**config.mk**
```make
export PLATFORM = sky130hd
export DESIGN_NAME = uart_rx_monitor
export DESIGN_NICKNAME = d
export VERILOG_FILES = /design/src/rtl/uart_mon_pkg.sv /design/src/rtl/uart_mon_fifo.sv /design/src/rtl/uart_rx_monitor.sv
export SDC_FILE = /design/constraint.sdc
export NUM_CORES = 1
export LEC_CHECK = 0
export ABC_AREA = 1
export CAP_MARGIN = 20
export CORE_ASPECT_RATIO = 1.1
export CORE_MARGIN = 1.5
export CORE_UTILIZATION = 35
export DETAILED_ROUTE_END_ITERATION = 7
export SLEW_MARGIN = 40
export SYNTH_ARGS = -nofsm -noshare
export SYNTH_HDL_FRONTEND = slang
export SYNTH_HIERARCHICAL = 1
export SYNTH_SLANG_ARGS = --single-unit
```
**constraint.sdc**
```tcl
create_clock -name sys_clk -period 3.1 [get_ports sys_clk]
set_input_delay 0.31 -clock sys_clk [delete_from_list [all_inputs] [get_ports sys_clk]]
set_output_delay 0.31 -clock sys_clk [all_outputs]
set_load 0.05 [all_outputs]
```
**src/rtl/uart_mon_pkg.sv**
```systemverilog
// Shared types and defaults for the UART receive monitor.
// Latency: n/a (types and constants only).
// Backpressure: n/a.
package uart_mon_pkg;

  localparam int DATA_W             = 8;
  localparam int CYCLES_PER_BIT_DEF = 217;  // 25 MHz / 115200 baud
  localparam int FIFO_DEPTH_DEF     = 16;

  typedef enum logic [1:0] {
    IDLE,
    START,
    DATA,
    STOP
  } uart_mon_state_t;

endpackage

```
**src/rtl/uart_mon_fifo.sv**
```systemverilog
// First-word-fall-through byte FIFO with sticky overflow on a dropped push.
// Latency: a push is visible at head_data one cycle later; a pop frees the head on the same edge.
// Backpressure: push while full is accepted only with a simultaneous pop, otherwise dropped.
// Ports: clk/reset (sync, active high); push/push_data write side; pop read side;
//        head_data/empty/count status; overflow sticky drop flag.
module uart_mon_fifo
  import uart_mon_pkg::*;
#(
  parameter int DEPTH = FIFO_DEPTH_DEF,
  parameter int WIDTH = DATA_W
) (
  input  logic                     clk,
  input  logic                     reset,
  input  logic                     push,
  input  logic [WIDTH-1:0]         push_data,
  input  logic                     pop,
  output logic [WIDTH-1:0]         head_data,
  output logic                     empty,
  output logic [$clog2(DEPTH):0]   count,
  output logic                     overflow
);

  localparam int AW = $clog2(DEPTH);

  logic [WIDTH-1:0] mem [DEPTH];
  logic [AW-1:0]    wr_ptr;
  logic [AW-1:0]    rd_ptr;
  logic             full;
  logic             do_push;
  logic             do_pop;

  assign empty   = (count == '0);
  assign full    = (count == (AW+1)'(DEPTH));
  assign do_pop  = pop && !empty;
  // When full, the slot being popped is the one the write lands in, so a
  // simultaneous pop makes room.
  assign do_push = push && (!full || do_pop);

  // Head is forced to zero when empty so the output has a defined idle value.
  assign head_data = empty ? '0 : mem[rd_ptr];

  always_ff @(posedge clk) begin
    if (do_push) begin
      mem[wr_ptr] <= push_data;
    end
  end

  always_ff @(posedge clk) begin
    if (reset) begin
      wr_ptr   <= '0;
      rd_ptr   <= '0;
      count    <= '0;
      overflow <= 1'b0;
    end else begin
      if (do_push) wr_ptr <= wr_ptr + AW'(1);
      if (do_pop)  rd_ptr <= rd_ptr + AW'(1);
      if (do_push && !do_pop) begin
        count <= count + (AW+1)'(1);
      end else if (!do_push && do_pop) begin
        count <= count - (AW+1)'(1);
      end
      if (push && !do_push) begin
        overflow <= 1'b1;
      end
    end
  end

endmodule

```
**src/rtl/uart_rx_monitor.sv**
```systemverilog
// 8N1 UART receiver: oversampled line -> bytes in a FWFT FIFO, with framing-error pulse.
// Latency: byte valid ~9.5 bit times + 3 cycles after the start edge on uart_rxd.
// Backpressure: rx_valid/rx_ready on the FIFO head; bytes arriving while full are dropped (sticky overflow).
// Ports: sys_clk, sys_reset (sync, active high); uart_rxd serial in (idle high);
//        rx_data/rx_valid/rx_ready byte stream; frame_err pulse; overflow sticky; fifo_count occupancy.
module uart_rx_monitor
  import uart_mon_pkg::*;
#(
  parameter int CYCLES_PER_BIT = CYCLES_PER_BIT_DEF,
  parameter int FIFO_DEPTH     = FIFO_DEPTH_DEF
) (
  input  logic                          sys_clk,
  input  logic                          sys_reset,
  input  logic                          uart_rxd,
  output logic [DATA_W-1:0]             rx_data,
  output logic                          rx_valid,
  input  logic                          rx_ready,
  output logic                          frame_err,
  output logic                          overflow,
  output logic [$clog2(FIFO_DEPTH):0]   fifo_count
);

  localparam int CW = $clog2(CYCLES_PER_BIT);
  localparam logic [CW-1:0] HALF_LAST = CW'(CYCLES_PER_BIT / 2 - 1);
  localparam logic [CW-1:0] BIT_LAST  = CW'(CYCLES_PER_BIT - 1);

  logic              rxd_m;
  logic              rxd_s;
  logic              rxd_q;
  uart_mon_state_t   state;
  logic [CW-1:0]     cnt;
  logic [2:0]        bit_idx;
  logic [DATA_W-1:0] shreg;
  logic              push;
  logic              fifo_empty;

  // Line synchronizer; resets to the idle level so reset never looks like a start edge.
  always_ff @(posedge sys_clk) begin
    if (sys_reset) begin
      rxd_m <= 1'b1;
      rxd_s <= 1'b1;
      rxd_q <= 1'b1;
    end else begin
      rxd_m <= uart_rxd;
      rxd_s <= rxd_m;
      rxd_q <= rxd_s;
    end
  end

  always_ff @(posedge sys_clk) begin
    if (sys_reset) begin
      state     <= IDLE;
      cnt       <= '0;
      bit_idx   <= '0;
      shreg     <= '0;
      frame_err <= 1'b0;
    end else begin
      frame_err <= 1'b0;
      case (state)
        IDLE: begin
          // Edge-triggered start: a line stuck low after a bad stop bit
          // must return high before another frame is accepted.
          if (rxd_q && !rxd_s) begin
            state <= START;
            cnt   <= '0;
          end
        end
        START: begin
          if (cnt == HALF_LAST) begin
            cnt     <= '0;
            bit_idx <= '0;
            state   <= rxd_s ? IDLE : DATA;  // high at mid-start means glitch
          end else begin
            cnt <= cnt + CW'(1);
          end
        end
        DATA: begin
          if (cnt == BIT_LAST) begin
            cnt     <= '0;
            shreg   <= {rxd_s, shreg[DATA_W-1:1]};  // LSB arrives first
            bit_idx <= bit_idx + 3'd1;
            if (bit_idx == 3'd7) state <= STOP;
          end else begin
            cnt <= cnt + CW'(1);
          end
        end
        STOP: begin
          // Leaving at mid-stop gives half a bit of slack before a
          // back-to-back start edge.
          if (cnt == BIT_LAST) begin
            cnt       <= '0;
            state     <= IDLE;
            frame_err <= !rxd_s;
          end else begin
            cnt <= cnt + CW'(1);
          end
        end
        default: state <= IDLE;
      endcase
    end
  end

  // Push on the stop-sample edge itself so the byte is valid the next cycle.
  assign push = (state == STOP) && (cnt == BIT_LAST) && rxd_s;

  uart_mon_fifo #(
    .DEPTH (FIFO_DEPTH),
    .WIDTH (DATA_W)
  ) u_fifo (
    .clk       (sys_clk),
    .reset     (sys_reset),
    .push      (push),
    .push_data (shreg),
    .pop       (rx_valid && rx_ready),
    .head_data (rx_data),
    .empty     (fifo_empty),
    .count     (fifo_count),
    .overflow  (overflow)
  );

  assign rx_valid = !fifo_empty;

endmodule
```
==> metrics.cfg <==
[route]
drtIter0Drc = 388
dr.max_layer_used = met4
wire_per_inst_um = 15.2
wl_met3_um = 602
dr.pass1.iters = 4
via_per_inst = 4.92
vias = 5016
postRouteAntennaNets = 0
wl_met2_um = 7710
wl_met1_um = 6760
drcViolationCount = 0
routed_wl_um = 15500

[critical_path]
critPathMaxStageDelay_ns = 0.36
critPathBufInv = 4
path_max_fanout = 7
worstPathArrival_ns = 3.08
end_kind = flip-flop
path_delay_family = simple AND/OR/NAND/NOR gates
crit_chain = inv_1, ha_1, nand2_1, nor2_4, nand3_1, nor2_1, nand2_1, inv_1, ha_1, inv_1, ha_1, a21oi_1, nand2_1, xor2_1, o21ai_0, inv_1
path_common_cell = inv_1
cp_slowest_cell = dfxtp_1
crit_required_ns = 3.43
critPathKind = reg -> reg
crit_path_start_kind = flip-flop

[cts]
cts.reportedPaths.clkPinSlew_ns = 0.07
cts_root_buf = clkbuf_16
clock-sinks = 171
clockBufferDepth = 2
tritoncts = yes
worstSkewPairLatency_ns = 0.43
holdBufCountCts = 0
htreeDepth = 4
cts_resized = 0
postCtsSetupBuffers = 0
numCtsBuffers = 17

[yosys]
synth.area.top_cells = edfxtp_1, dfxtp_1, nand2_1
syn_inst = 719
yosysTopAreaCell = edfxtp_1
avgSynthCellArea_um2 = 10.2
ys.flop_type = edfxtp_1
synth-edff-count = 128
synth-seq-cells = 171
synth_fp_nets = 737
synth_top_area_share = 0.524
syn_area_um2 = 7340
ys_seq_area_frac = 0.641
ys_types = 35
synth_async_sr_flop_share = 0
ys.warnings.count = 6

[timing]
fin_hold_ws_ns = 0.408
finalSetupViolCount = 0
hold_viol_final = 0
worst_pin_slew_ns = 0.771
fmax_ghz = 0.363
fin_crit_ns = 2.76
slew_headroom = 0.485
fin_skew_ns = 0.00839
rsz0062_at_grt = no
period_share = 0.889
timing.setup.tns_ns = 0
slew_viol_final = 0

[final_layout]
drive_above_1_share = 0.107
area_growth_pct = 15.4
n_antenna_cell = 0
seq_area_um2 = 4710
multi_input_area_um2 = 2280
fill_cells = 1948
nNetsFinal = 769

[pwr]
power_density_nw_per_um2 = 539
ir_drop_mv = 0.358
p_leak_nw = 3.19

[floorplanning]
coreArea_um2 = 20600
die_area_um2 = 21900
start_util = 0.357
die_w_um = 141
dieHeight_um = 155
ios = 20
row_count = 55

[grt]
track_usage = 0.151
grt_pass1_vias = 4858
grt-ovfl-total = 0
grt_max_degree = 65
antenna_found_initial = 0
grt_pass1_wl_um = 25200

[run_status]
status = completed

[min_path]
hold_class = reg -> reg

[placement]
port_buffers = 19
gp_congestion = 0.809
hpwl_um = 9600

[run]
max-cap-violations = 0

-- routing by layer --
layer  GRT usage  vias to the layer above
li1            -                     2511
met1       0.189                     2375
met2       0.254                      100
met3      0.0314                       30
met4      0.0655                        0
met5           0                        -
-- worst reg2reg max path: stages, from the launching register on --
cell,delay (ns)
dfxtp_1,0.36
inv_1,0.08
ha_1,0.13
nand2_1,0.08
nor2_4,0.14
nand3_1,0.14
nor2_1,0.15
nand2_1,0.16
inv_1,0.21
ha_1,0.22
inv_1,0.10
ha_1,0.34
a21oi_1,0.14
nand2_1,0.08
xor2_1,0.14
o21ai_0,0.14
inv_1,0.05
-- flip-flops by register name, indices dropped and copies added, names as in the netlist, named ones only --
name and count:
bit_idx 3, cnt 8, frame_err 1, rxd_m 1
rxd_q 1, rxd_s 1, shreg 8, state 1
u_fifo/count 5, u_fifo/mem 128, u_fifo/overflow 1, u_fifo/rd_ptr 4
u_fifo/wr_ptr 4
-- cells in the final DEF (no fill, tap or decap), types with 2 or more instances in the layout --
master           Yosys  final
a21oi_1             41     41
buf_12               0      9
buf_4                6     20
clkbuf_16            0     17
clkdlybuf4s50_1      0     11
clkinv_2             1      2
clkinv_4             0      2
dfxtp_1             43     41
dfxtp_2              0      2
edfxtp_1           128    128
ha_1                13     13
inv_1               36     35
inv_2                3      4
inv_6                0      3
inv_8                0      8
nand2_1            229    229
nand2_2              3      3
nand3_1            111    111
nand4_1              5      5
nor2_1              39     39
nor2_4               3      3
o21ai_0             10     10
o21ai_1              4      4
or2_2                3      3
xor2_1               7      7
-- final cells by class --
class / instances / area share
clock buffer: 17 / 0.0502
tap: 256 / 0.0378
multi-input combinational: 480 / 0.269
timing repair buffer: 40 / 0.0520
clock inverter: 15 / 0.0173
sequential: 171 / 0.556
inverter: 41 / 0.0183
-- stage by stage --
step / setup slack, ns / area [um2] / util / power [W] / std cells
2_1_floorplan: 0.149 / 7340 / - / 0.00255 / 719
3_3_place_gp: 0.401 / 7900 / 0.384 / 0.00257 / 988
3_5_place_dp: 0.355 / 7900 / 0.384 / 0.00257 / 988
4_1_cts: 0.330 / 8470 / 0.412 / 0.00460 / 1020
5_1_grt: 0.0228 / 8470 / 0.412 / 0.00470 / 1020
6_report: 0.345 / 8470 / 0.412 / 0.00457 / 1020
-- cells by family after synthesis --
family / count (synthesis) / synth area share
buf+inv: 68 / 0.0489
compound gates: 58 / 0.0406
flops: 171 / 0.641
simple gates: 400 / 0.235
fa+ha+maj: 14 / 0.0249
xor+xnor: 8 / 0.00954
-- Yosys cell counts, types with 3 or more instances --
master	count
nand2_1	229
edfxtp_1	128
nand3_1	111
dfxtp_1	43
a21oi_1	41
nor2_1	39
inv_1	36
ha_1	13
o21ai_0	10
buf_2	8
buf_6	8
xor2_1	7
buf_4	6
nand4_1	5
clkbuf_1	4
o21ai_1	4
inv_2	3
nand2_2	3
nor2_4	3
or2_2	3
-- worst paths after layout --
| path | start | to | slack [ns] | cells past startpoint |
|---|---|---|---|---|
| worst min-delay path | rxd_m | rxd_s | 0.41 | 1 |
| worst min register to register | rxd_m | rxd_s | 0.41 | 1 |
| worst max-delay path | cnt[0] | u_fifo/count[3] | 0.34 | 16 |
| worst max register to register | cnt[0] | u_fifo/count[3] | 0.34 | 16 |
-- where the power goes --
group	switching, W	internal [W]	total [W]	leakage, nW
combinational	0.0000527	0.0000254	0.0000781	1.39
sequential	0.00000948	0.00243	0.00244	1.51
clock	0.000973	0.00108	0.00205	0.284
total	0.00103	0.00353	0.00457	3.19
(Power assumes the default switching activity.)
